===== config.mk =====
export PLATFORM = sky130hd
export DESIGN_NAME = pc_ras
export DESIGN_NICKNAME = d
export VERILOG_FILES = /design/src/rtl/pc_ras.sv
export SDC_FILE = /design/constraint.sdc
export NUM_CORES = 1
export LEC_CHECK = 0
export ABC_AREA = 1
export ABC_CLOCK_PERIOD_IN_PS = 1700
export BUFFER_PORTS_ARGS = -buffer_cell sky130_fd_sc_hd__buf_2
export CORE_ASPECT_RATIO = 1.4
export CORE_MARGIN = 5
export CORE_UTILIZATION = 40
export DETAILED_ROUTE_END_ITERATION = 10
export GPL_ROUTABILITY_DRIVEN = 0
export HOLD_SLACK_MARGIN = 0.1
export PLACE_DENSITY = 0.58
export SETUP_SLACK_MARGIN = 0.2
export SLEW_MARGIN = 40
export SYNTH_ARGS = -nofsm -noshare
export SYNTH_HDL_FRONTEND = slang
export SYNTH_SLANG_ARGS = --single-unit

===== constraint.sdc =====
create_clock -name clk -period 1.7 [get_ports clk]
set_input_delay 0.085 -clock clk [delete_from_list [all_inputs] [get_ports clk]]
set_output_delay 0.085 -clock clk [all_outputs]
set_load 0.01 [all_outputs]

===== src/rtl/pc_ras.sv =====
// rtl/pc_ras.sv - program counter with a circular return-address stack
module pc_ras #(
    parameter int               WIDTH        = 8,
    parameter int               RAS_DEPTH    = 4,
    parameter logic [WIDTH-1:0] RESET_VECTOR = '0
) (
    input  logic             clk,
    input  logic             rst,
    input  logic             stall,
    input  logic             branch_en,
    input  logic             call_en,
    input  logic             ret_en,
    input  logic [WIDTH-1:0] branch_target,
    input  logic             clear_err,
    output logic [WIDTH-1:0] instruction_pointer,
    output logic             ras_empty,
    output logic             ras_full,
    output logic             ras_overflow,
    output logic             ras_underflow
);

    localparam int SPW = $clog2(RAS_DEPTH);
    localparam int CW  = $clog2(RAS_DEPTH + 1);

    logic [WIDTH-1:0] ras [RAS_DEPTH];
    logic [SPW-1:0]   sp;
    logic [CW-1:0]    count;
    logic [WIDTH-1:0] ip;
    logic             ovf;
    logic             unf;

    logic [WIDTH-1:0] ip_inc;
    logic [WIDTH-1:0] ip_next;
    logic [WIDTH-1:0] top;
    logic             empty;
    logic             full;
    logic             push;
    logic             pop;
    logic             ret_empty;

    assign empty  = (count == '0);
    assign full   = (count == CW'(RAS_DEPTH));
    assign ip_inc = ip + WIDTH'(1);
    assign top    = ras[sp - SPW'(1)];

    // Only the highest-priority active control may touch the stack.
    always_comb begin
        push      = 1'b0;
        pop       = 1'b0;
        ret_empty = 1'b0;
        ip_next   = ip_inc;
        if (stall) begin
            ip_next = ip;
        end else if (ret_en) begin
            if (empty) begin
                ret_empty = 1'b1;
            end else begin
                pop     = 1'b1;
                ip_next = top;
            end
        end else if (call_en) begin
            push    = 1'b1;
            ip_next = branch_target;
        end else if (branch_en) begin
            ip_next = branch_target;
        end
    end

    always_ff @(posedge clk or negedge rst) begin
        if (!rst) begin
            ip    <= RESET_VECTOR;
            sp    <= '0;
            count <= '0;
            ovf   <= 1'b0;
            unf   <= 1'b0;
        end else begin
            ip <= ip_next;
            if (push) begin
                sp <= sp + SPW'(1);
                if (!full) begin
                    count <= count + CW'(1);
                end
            end else if (pop) begin
                sp    <= sp - SPW'(1);
                count <= count - CW'(1);
            end
            // A new event in the same cycle as clear_err keeps the flag set.
            if (push && full) begin
                ovf <= 1'b1;
            end else if (clear_err) begin
                ovf <= 1'b0;
            end
            if (ret_empty) begin
                unf <= 1'b1;
            end else if (clear_err) begin
                unf <= 1'b0;
            end
        end
    end

    // Stack entries carry no reset; a push when full overwrites the oldest slot.
    always_ff @(posedge clk) begin
        if (push) begin
            ras[sp] <= ip_inc;
        end
    end

    assign instruction_pointer = ip;
    assign ras_empty           = empty;
    assign ras_full            = full;
    assign ras_overflow        = ovf;
    assign ras_underflow       = unf;

endmodule


# Word-level counts from Yosys, hierarchy flattened
# Memory sizes are Yosys's and may differ from the RTL's.
# Index checks and enable logic that the tools add are counted.
# op_classes
addsub	5
eq_ne	2
muxes	23
reduce_logical	6
# ops
cell	n
$mux W8	4
$mux W1	14
$mux W3	3
$add A8 B1 Y8 const B	1
$reduce_bool A2 Y1	3
$mux W2	2
$add A3 B1 Y3 const B	1
$eq A3 B3 Y1 const B	1
$logic_not A3 Y1	1
$sub A3 B1 Y3 const B	1
$add A2 B1 Y2 const B	1
$ne A2 B2 Y1 const B	1
$reduce_and A2 Y1	1
$sub A2 B1 Y2 const B	1
$logic_and A1 B1 Y1	1
# totals
regBits	15
mem_bits_rw	32
n_memories	1
# mem_list
name	depth	word_bits	read_ports	rd_clocked_by_memory_dff	wr	line	source
ras	4	8	1	0	1	25	logic [WIDTH-1:0] ras [RAS_DEPTH];

# Longest topological paths before layout
# Gate-level depths: netlist of run 1.
# depth
ltp_word	6
ltp_mapped	11

# Least setup slack after synthesis of run 1
# No wires, ideal clock.
# synth_timing
kind	register to register
start	register sp[0]
end	register ip[1] (netlist: instruction_pointer[1])
setup_ps	116
arrival_time_ps	1581
t_required_ps	1584
slack_ps	3
path_stages_with_launch	12
n_path_buf	3
period_less_slack_ps	1697
cell_sequence	dfrtp_1 buf_6 inv_4 buf_4 ha_1 buf_2 o21ai_0 nor2_1 o21ai_0 nand3_1 nand2_1 nand2_1
# synth_via
elab_chain_cells	4
# synth_lines
item	line	source
from (decl)	26	logic [SPW-1:0] sp;
from (signal assigned)	79	sp <= sp + SPW'(1);
from (signal assigned)	84	sp <= sp - SPW'(1);
$sub A2 B1 Y2	44	assign top = ras[sp - SPW'(1)];
$mem_v2 Z4 W8	--	
$mux W8	55	if (empty) begin
$mux W8	54	end else if (ret_en) begin
to (signal assigned)	77	ip <= ip_next;
to (decl)	28	logic [WIDTH-1:0] ip;
# Every way passes these cells.
# A chain may end at the register's enable or synchronous reset.

# Worst setup path in the final report of run 1
# Ends and elaborated chain as after synthesis.

==> results of run 1 <==
[worst min-delay path, stage by stage]
cell and delay (ns):
buf_2 0.14, nand2_1 0.07, nand2_1 0.05, inv_1 0.04
[power groups by stage]
| stage | combinational, W | sequential [W] | clock (W) |
|---|---|---|---|
| after floorplan | 0.00143 | 0.00182 | 0 |
| after global placement | 0.00197 | 0.00182 | 0 |
| after detailed placement | 0.00201 | 0.00183 | 0 |
| after CTS | 0.00202 | 0.00180 | 0.000976 |
| after global routing | 0.00246 | 0.00184 | 0.00104 |
| final | 0.00217 | 0.00180 | 0.000952 |
[cell families (layout without fill, tap and decap cells)]
kind of cell / after synthesis / in the layout / synth area share [%]
AOI/OAI and AO/OA: 21 / 21 / 5.24
xor gates and xnor gates: 5 / 5 / 1.78
adders and majority gates: 6 / 6 / 3.36
buffers and inverters: 40 / 84 / 7.64
DFF: 47 / 47 / 54.4
and+or+nand+nor: 154 / 154 / 27.6
[repair_timing]
item	4_1_cts	5_1_grt
hold endpoints to repair	18	0
gates resized for setup	0	10
setup endpoints to repair	0	32
hold buffers	3	0
setup buffers	0	5
[Yosys cell counts (all sizes together)]
master / instances / area share [%]
nand2: 78 / 12
nor2: 37 / 6.4
nand3: 35 / 7.6
inv: 33 / 5.1
edfxtp: 32 / 39
dfrtp: 15 / 15
o21ai: 9 / 2.0
a21oi: 7 / 1.9
buf: 5 / 1.6
ha: 5 / 2.5
xor2: 4 / 1.4
a31oi: 2 / 0.51
clkbuf: 2 / 0.87
nand3b: 2 / 0.61
o31ai: 2 / 0.61
fa: 1 / 0.81
nor3: 1 / 0.41
o22ai: 1 / 0.25
or2: 1 / 0.25
xnor2: 1 / 0.36
[metal layers]
layer,up-vias,track usage (%)
li1,968,-
met5,-,0
met3,12,3.15
met4,0,6.46
met1,909,18.0
met2,37,26.1
[how the worst max path moves through the flow]
stage / endpoint / cells past startpoint
floorplan: instruction_pointer[1] / 11
global placement: ras[3][5] / 5
detailed placement: instruction_pointer[7] / 8
CTS: ras[3][4] / 5
global route: instruction_pointer[1] / 8
finish: instruction_pointer[1] / 8
[flip-flops by register name, summed over array words and instances, names as in the netlist]
register,flops
ras,32
instruction_pointer,8
count,3
sp,2
ras_overflow,1
ras_underflow,1
[area by class of cell]
type	count	area, um^2	share of cell area [%]
tap	70	87.6	2.98
inverter	33	134	4.56
multi-input combinational	186	975	33.2
clock buffer	6	72.6	2.47
timing repair buffer	43	269	9.16
clock inverter	2	60.1	2.05
sequential	47	1340	45.6
[metrics by stage]
stage	total power [W]	area [um^2]	worst slack, ns	hold WS, ns
floorplan	0.00325	2490	0.160	-0.211
global placement	0.00379	2710	0.218	0.0314
detailed placement	0.00383	2710	0.220	0.0285
CTS	0.00480	2870	0.213	0.106
global route	0.00533	2940	0.184	0.102
finish	0.00493	2940	0.284	0.111
==> results by group, run 1 <==
Synthesis
  – Yosys warns: 0
  – Syn Nets: 294
  – Sequential area share after synthesis: 54.4%
  – Post-Syn Area: 2460 um^2
  – Yosys reg bits: 47
  – Mean area per synthesized cell: about 9 um^2
  – Library cells used by synthesis: 31
  – Cell count after synthesis: 273

Timing
  – RSZ-0062 raised after global routing: true
  – Final Cycle Share: 83.3%
  – Max Fclk: 706 MHz
  – Setup violators final: 0
  – Period minus WS final: 1.42 ns
  – Fin. Hold Viols: 0
  – Clock skew: 0.00364 ns
  – Total Neg Setup Slack: 0 ns
  – Slew headroom: about three quarters
  – Final Max Tran Viols: 0
  – Worst-Margin Slew: 0.384 ns

Global route
  – GRT Util Overall: 15.0%
  – Initial antenna violation count: 0
  – First-pass GRT wire length: 9210 um
  – Largest net degree at the start of global routing: 20
  – GRT overflow: 0
  – Vias in the first global route: 1864

Worst setup path
  – Worst Setup End Kind: flop
  – Crit path buffers/inverters: 1
  – Critical path's largest stage delay: approximately 0.4 ns
  – Critical setup path kind: flop to flop
  – CP dominant cell by count: nand2_1
  – Max stage delay cell, worst path: dfrtp_2
  – Critical Path, Cell by Cell: inv_6, ha_4, o21ai_0, nor2_1, o21ai_2, nand3_1, nand2_1, nand2_1
  – CP Launch Point: sp[0]
  – Crit path DAT: 1.66 ns
  – Reg2reg setup slack: 0.28 ns
  – Crit start category: flop
  – CP Max Fanout: 11
  – WP data required: 1.94 ns
  – Delay-heaviest family, CP: flip-flops
  – Worst reg-to-reg path cell count: 8
  – RR Endpoint: instruction_pointer[1]
  – Worst r2r src: sp[0]

Die
  – Die Ht: 103 um
  – Placeable Area: a little under 6000 um^2
  – Row cnt: 33
  – Die width: 76.2 um
  – Boundary Pins: 27
  – Total Die Area: 7830 um^2
  – Initial Util: a little over two fifths

Power
  – Clock network power share: 19.3%
  – Comb pwr share: 44.1%
  – Leakage power: 1.30 nW
  – Peak supply drop: 0.720 mV
  – Power density of the placed cells: between 1500 and 2000 nW/um^2
  – Net Sw Frac: 39.4%
  – Reg power frac: 36.6%
  – Psw: around 0.0019 W
  – Internal Power: 0.00299 W

Route
  – Met2 wire length: 2880 um
  – Post-DR vias/cell: 4.98
  – M1 WL: 2340 um
  – Detail Route Antenna Nets: 0
  – Starting DRC count in detailed routing: approximately 150
  – Wire length on met3: 212 um
  – Top layer in use: met4
  – Routed wire length per instance: 14.4 um
  – WL final: 5560 um
  – DR vias: between 1500 and 2000
  – TritonRoute pass-1 iters: 4
  – DRC violation count after routing: 0

Cells and area
  – Area grow syn2layout: 19.5%
  – Commonest non-fill, non-tap cell in the layout: nand2_1
  – Final #Nets: 337
  – Share of cells above drive strength 1: 24.0%
  – Filler Cell Count: 578
  – Final core utilization: about half
  – Commonest non-fill, non-tap cells in the layout: nand2_1, nand3_1, edfxtp_1
  – Fin cells: approximately 390
  – Ant diodes: 0

Worst hold path
  – HP Start: stall
  – Hold Path Stages: 4
  – Hold Path End: instruction_pointer[0]
  – Hold/Removal Path Class: input pin to flop

Clocking
  – Clk sinks: 47
  – CTS Buf Count: 5
  – CTS Buffer Depth: 2
  – Clock transition at path regs: 0.08 ns
  – Clock root cell: clkbuf_8
  – H-tree Lvls: 2
  – CTS tree: yes
  – Clock latency on the worst-skew pair: 0.30 ns

Run
  – # Max-Cap Violations: 0

Placed design
  – DP HPWL: 4090 um
  – IO Port Bufs: 26
  – Dpl cells: around 370

Run status
  – Outcome: complete, no violations
(Power assumes the default switching activity.)
==> inputs of run 2 (changes only) <==
--- a/config.mk
+++ b/config.mk
@@ -6,7 +6,7 @@
 export NUM_CORES = 1
 export LEC_CHECK = 0
 export ABC_AREA = 1
-export ABC_CLOCK_PERIOD_IN_PS = 1700
+export ABC_CLOCK_PERIOD_IN_PS = 1500
 export BUFFER_PORTS_ARGS = -buffer_cell sky130_fd_sc_hd__buf_2
 export CORE_ASPECT_RATIO = 1.4
 export CORE_MARGIN = 5
@@ -14,7 +14,7 @@
 export DETAILED_ROUTE_END_ITERATION = 10
 export GPL_ROUTABILITY_DRIVEN = 0
 export HOLD_SLACK_MARGIN = 0.1
-export PLACE_DENSITY = 0.58
+export PLACE_DENSITY = 0.56
 export SETUP_SLACK_MARGIN = 0.2
 export SLEW_MARGIN = 40
 export SYNTH_ARGS = -nofsm -noshare
==> constraint.sdc (replaced) <==
create_clock -name clk -period 1.5 [get_ports clk]
set_input_delay 0.075 -clock clk [delete_from_list [all_inputs] [get_ports clk]]
set_output_delay 0.075 -clock clk [all_outputs]
set_load 0.01 [all_outputs]
==> results by group, run 2 (same netlist as run 1, synthesis figures left out) <==
Die
  – Initial Util: 41.6%
  – Die width: 76.2 um
  – Boundary Pins: 27
  – Placeable Area: 5900 um^2
  – Row cnt: 33
  – Die Ht: 103 um
  – Total Die Area: 7830 um^2

Timing
  – Period minus WS final: 1.39 ns
  – RSZ-0062 raised after global routing: true
  – Final Cycle Share: 92.9%
  – Slew headroom: approximately 72%
  – Hold Slack: 0.0780 ns
  – Clock skew: 0.00711 ns
  – Final Worst Setup Slack: approximately 0.11 ns
  – Worst-Margin Slew: 0.414 ns
  – Fin. Hold Viols: 0
  – Final Max Tran Viols: 0
  – Setup violators final: 0
  – Max Fclk: between 700 and 800 MHz

Worst setup path
  – Worst Setup End Kind: flop
  – WP data required: about 1.7 ns
  – Critical path's largest stage delay: 0.42 ns
  – CP Max Fanout: 5
  – CP dominant cell by count: nand2_1
  – Critical setup path kind: flop to flop
  – Max stage delay cell, worst path: dfrtp_2
  – Critical Path, Cell by Cell: inv_6, ha_4, buf_6, a21oi_2, o21ai_1, nand3_1, nand2_1, nand2_1
  – Crit path DAT: 1.59 ns
  – Crit start category: flop

Route
  – Detail Route Antenna Nets: 0
  – Routed wire length per instance: 14.5 um
  – WL final: around 5800 um
  – DRC violation count after routing: 0
  – TritonRoute pass-1 iters: 4
  – Post-DR vias/cell: 4.88
  – Starting DRC count in detailed routing: 80
  – DR vias: 1957

Global route
  – First-pass GRT wire length: about 9600 um
  – GRT overflow: 0
  – Vias in the first global route: 2016
  – Initial antenna violation count: 0
  – GRT Util Overall: roughly 16%
  – Largest net degree at the start of global routing: 20

Run status
  – Outcome: complete, no violations

Cells and area
  – Commonest non-fill, non-tap cells in the layout: nand2_1, edfxtp_1, nor2_1
  – Largest Register: ras
  – Share of cells above drive strength 1: 34.4%
  – Area of the multi-input gates: 1060 um^2
  – Reg area: 1340 um^2
  – Final #Nets: 351
  – Ant diodes: 0
  – Commonest non-fill, non-tap cell in the layout: nand2_1
  – Design area: 3100 um^2
  – Max reg flops: 32
  – Filler Cell Count: 578
  – Fin cells: 401
  – Area grow syn2layout: 26.2%

Clocking
  – Clock latency on the worst-skew pair: about 0.30 ns
  – H-tree Lvls: 2
  – Clk sinks: 47
  – CTS Buf Count: 5
  – CTS Hold Bufs: 3
  – Clock root cell: clkbuf_8
  – CTS Buffer Depth: 2
  – CTS tree: yes
  – Clock transition at path regs: roughly 0.09 ns

Power
  – Leakage power: approximately 1.4 nW
  – Power density of the placed cells: 1890 nW/um^2
  – Peak supply drop: 0.742 mV

Run
  – # Max-Cap Violations: 0

Placed design
  – Post-place setup slack: roughly 0.028 ns
  – Dpl cells: 379
  – DP HPWL: 4140 um
  – IO Port Bufs: 26
  – Post-Place Cell Area: 2780 um^2

Worst hold path
  – Hold/Removal Path Class: input pin to flop
==> run 2: cell count changes in the layout (fill, tap and decap cells not counted), sizes merged <==
cell    delta
buf       +14
bufinv     -2
clkinv     +2
==> run 2: timing repair <==
item	CTS	global route
endpoints found under the setup margin	36	47
resized for setup	21	18
pin swaps	15	18
cloned	0	0
buffers inserted	7	4
endpoints found under the hold margin	18	1
==> run 2: per-layer routing <==
layer	wire length (um)	global-route usage (%)	share of wire [%]
met1	2510	18.2	43
met2	3020	29.2	52
met3	205	3.06	3.5
met4	74	4.17	1.3
met5	0	0	0
==> run 2: worst max-delay path: cells and delay by family, from the launching register on <==
kind                     cells  cell delay [ns]
AO/OA/AOI/OAI                2             0.18
adder cells (fa/ha/maj)      1             0.31
buffers and inverters        2             0.19
flip-flops                   1             0.42
AND/OR/NAND/NOR              3             0.18
==> run 2: metrics by stage <==
step,power [W],setup TNS (ns),utilization [%]
CTS,0.00567,0,51.1
detailed placement,0.00450,0,47.0
floorplan,0.00371,-0.0370,-
global placement,0.00448,0,47.0
finish,0.00585,0,52.5
global route,0.00627,0,52.5
==> run 2: worst paths after layout <==
| path | startpoint | endpoint | slack [ns] | cells after the start |
|---|---|---|---|---|
| worst max-delay path | sp[0] | instruction_pointer[1] | 0.11 | 8 |
| worst min-delay path | stall | ras_underflow | 0.08 | 2 |
| worst max register to register | sp[0] | instruction_pointer[1] | 0.11 | 8 |
| worst min register to register | ras_overflow | ras_overflow | 0.53 | 2 |
| max in group asynchronous | rst | sp[0] | 0.94 | 2 |
| min in group asynchronous | rst | instruction_pointer[5] | 0.24 | 2 |
==> run 2: final cells by class <==
| cell class | count | area share (%) |
|---|---|---|
| flip-flops and latches | 47 | 43.3 |
| multi-input cells | 186 | 34.3 |
| repair buffers | 57 | 12.6 |
| inverters | 33 | 4.24 |
| well taps | 70 | 2.82 |
| clock buffers | 6 | 2.34 |
| clock inverters | 2 | 0.404 |
==> run 2: power breakdown <==
part	internal (W)	leakage, nW	switching (W)	total, W
Sequential	0.00180	0.460	0.000236	0.00204
Clock	0.000327	0.0428	0.000428	0.000755
Combinational	0.00129	0.857	0.00176	0.00305
Total	0.00343	1.36	0.00242	0.00585
==> inputs of run 3 (changes only) <==
--- a/config.mk
+++ b/config.mk
@@ -8,13 +8,15 @@
 export ABC_AREA = 1
 export ABC_CLOCK_PERIOD_IN_PS = 1500
 export BUFFER_PORTS_ARGS = -buffer_cell sky130_fd_sc_hd__buf_2
+export CELL_PAD_IN_SITES_DETAIL_PLACEMENT = 1
+export CELL_PAD_IN_SITES_GLOBAL_PLACEMENT = 1
 export CORE_ASPECT_RATIO = 1.4
 export CORE_MARGIN = 5
 export CORE_UTILIZATION = 40
 export DETAILED_ROUTE_END_ITERATION = 10
 export GPL_ROUTABILITY_DRIVEN = 0
 export HOLD_SLACK_MARGIN = 0.1
-export PLACE_DENSITY = 0.56
+export PLACE_DENSITY = 0.7
 export SETUP_SLACK_MARGIN = 0.2
 export SLEW_MARGIN = 40
 export SYNTH_ARGS = -nofsm -noshare
==> results by group, run 3 (same netlist as run 1, synthesis figures left out) <==
Power
  – Leakage power: 1.48 nW
  – Peak supply drop: slightly above 1 mV
  – Power density of the placed cells: roughly 2100 nW/um^2

Route
  – DRC violation count after routing: 0
  – Met2 wire length: 4100 um
  – Top layer in use: met4
  – Wire length on met3: 163 um
  – Routed wire length per instance: 17.9 um
  – TritonRoute pass-1 iters: 4
  – Starting DRC count in detailed routing: slightly above 100
  – M1 WL: around 3000 um
  – Detail Route Antenna Nets: 0
  – DR vias: 2106
  – WL final: 7350 um
  – Post-DR vias/cell: 5.14

Worst setup path
  – Worst r2r src: sp[0]
  – Reg2reg setup slack: 0.02 ns
  – Crit start category: flop
  – Critical setup path kind: flop to flop
  – WP data required: 1.70 ns
  – CP Launch Point: sp[0]
  – RR Endpoint: instruction_pointer[1]
  – Worst reg-to-reg path cell count: 8
  – Crit path DAT: 1.67 ns
  – Worst Setup End Kind: flop
  – CP Max Fanout: 4

Timing
  – Clock skew: 0.00959 ns
  – Fin. Hold Viols: 0
  – Worst-Margin Slew: 0.429 ns
  – Period minus WS final: 1.48 ns
  – Final Worst Setup Slack: around 0.024 ns
  – Final Max Tran Viols: 0
  – RSZ-0062 raised after global routing: true
  – Max Fclk: 678 MHz
  – Slew headroom: 71.4%
  – Setup violators final: 0
  – Final Cycle Share: 98.4%

Die
  – Row cnt: 33
  – Die Ht: 103 um
  – Total Die Area: 7830 um^2
  – Boundary Pins: 27
  – Die width: 76.2 um
  – Initial Util: 41.6%
  – Placeable Area: 5900 um^2

Clocking
  – Clock latency on the worst-skew pair: ~0.31 ns
  – CTS Buf Count: 5
  – Clock root cell: clkbuf_8
  – Clk sinks: 47
  – Clock transition at path regs: 0.10 ns
  – CTS tree: yes
  – H-tree Lvls: 2
  – CTS Buffer Depth: 2

Placed design
  – Dpl cells: around 380
  – DP HPWL: 4750 um
  – IO Port Bufs: 26
  – Post-place setup slack: approximately 0.0083 ns

Cells and area
  – Final core utilization: 58.5%
  – Commonest non-fill, non-tap cells in the layout: nand2_1, edfxtp_1, buf_2
  – Commonest non-fill, non-tap cell in the layout: nand2_1
  – Final #Nets: 360
  – Area grow syn2layout: 40.6%
  – Ant diodes: 0
  – Share of cells above drive strength 1: roughly 43%
  – Reg area: 1340 um^2
  – Fin cells: just over 400
  – Area of the multi-input gates: ~1200 um^2
  – Largest Register: ras
  – Max reg flops: 32
  – Filler Cell Count: about 670

Global route
  – GRT overflow: 0
  – Largest net degree at the start of global routing: 16
  – GRT Util Overall: 18.9%
  – First-pass GRT wire length: 11500 um
  – Vias in the first global route: 2285
  – Initial antenna violation count: 0

Worst hold path
  – Hold/Removal Path Class: input pin to flop
  – HP Start: branch_target[7]
  – Hold Path End: instruction_pointer[7]
  – Hold Path Stages: 5

Run status
  – Outcome: complete, no violations

Run
  – # Max-Cap Violations: 0
[run 3: cell types whose count changed in the layout (fill, tap and decap cells not counted), sizes merged]
cell,previous run,this run
inv,33,32
clkinv,2,3
bufinv,0,1
buf,54,61
dlygate4sd3,3,4
[run 3: worst max path at each step]
stage                                         to  slack (ns)  cells past startpoint
after floorplan           instruction_pointer[1]       -0.04                     11
after global placement    instruction_pointer[7]        0.03                      8
after detailed placement  instruction_pointer[7]       0.008                      8
after CTS                 instruction_pointer[1]        0.05                      9
after global routing      instruction_pointer[1]       -0.02                      8
final                     instruction_pointer[1]        0.02                      8
[run 3: what timing repair did]
action | CTS | global route
hold buffers | 3 | 1
buffers inserted | 12 | 6
pin swaps | 24 | 26
resized for setup | 38 | 45
hold endpoints to repair | 18 | 1
gates cloned | 0 | 1
endpoints found under the setup margin | 47 | 49
[run 3: through the flow]
stage	hold slack (ns)	cell area, um^2	TNS (ns)	total power, W
after floorplan	-0.221	2500	-0.0370	0.00371
after global placement	0.0245	2800	0	0.00460
after detailed placement	0.0309	2800	0	0.00467
after CTS	0.0701	3200	0	0.00645
after global routing	0.159	3460	-0.0722	0.00759
final	0.144	3460	0	0.00713
[run 3: layout make-up]
| class | instances | share of cell area, % |
|---|---|---|
| Clock buffer | 5 | 1.99 |
| Clock inverter | 3 | 1.27 |
| Inverter | 33 | 4.16 |
| Multi-Input combinational cell | 186 | 35.3 |
| Sequential cell | 47 | 38.8 |
| Tap cell | 70 | 2.53 |
| Timing Repair Buffer | 66 | 15.9 |
[run 3: critical path, cell delays in order, from the launching register on]
cell,delay [ns]
dfrtp_2,0.41
clkinv_4,0.07
ha_4,0.30
buf_12,0.14
a21oi_4,0.04
o21ai_2,0.18
nand3_1,0.11
nand2_1,0.08
nand2_1,0.06
[run 3: routing by layer]
layer | GRT usage, % | vias to the layer above
met3 | 1.92 | 8
met5 | 0 | -
met1 | 21.1 | 1049
met2 | 36.2 | 34
met4 | 8.21 | 0
li1 | - | 1015
[run 3: power by group]
part | switching [W] | internal (W)
Clock | 0.000443 | 0.000497
Combinational | 0.00229 | 0.00182
Sequential | 0.000277 | 0.00180
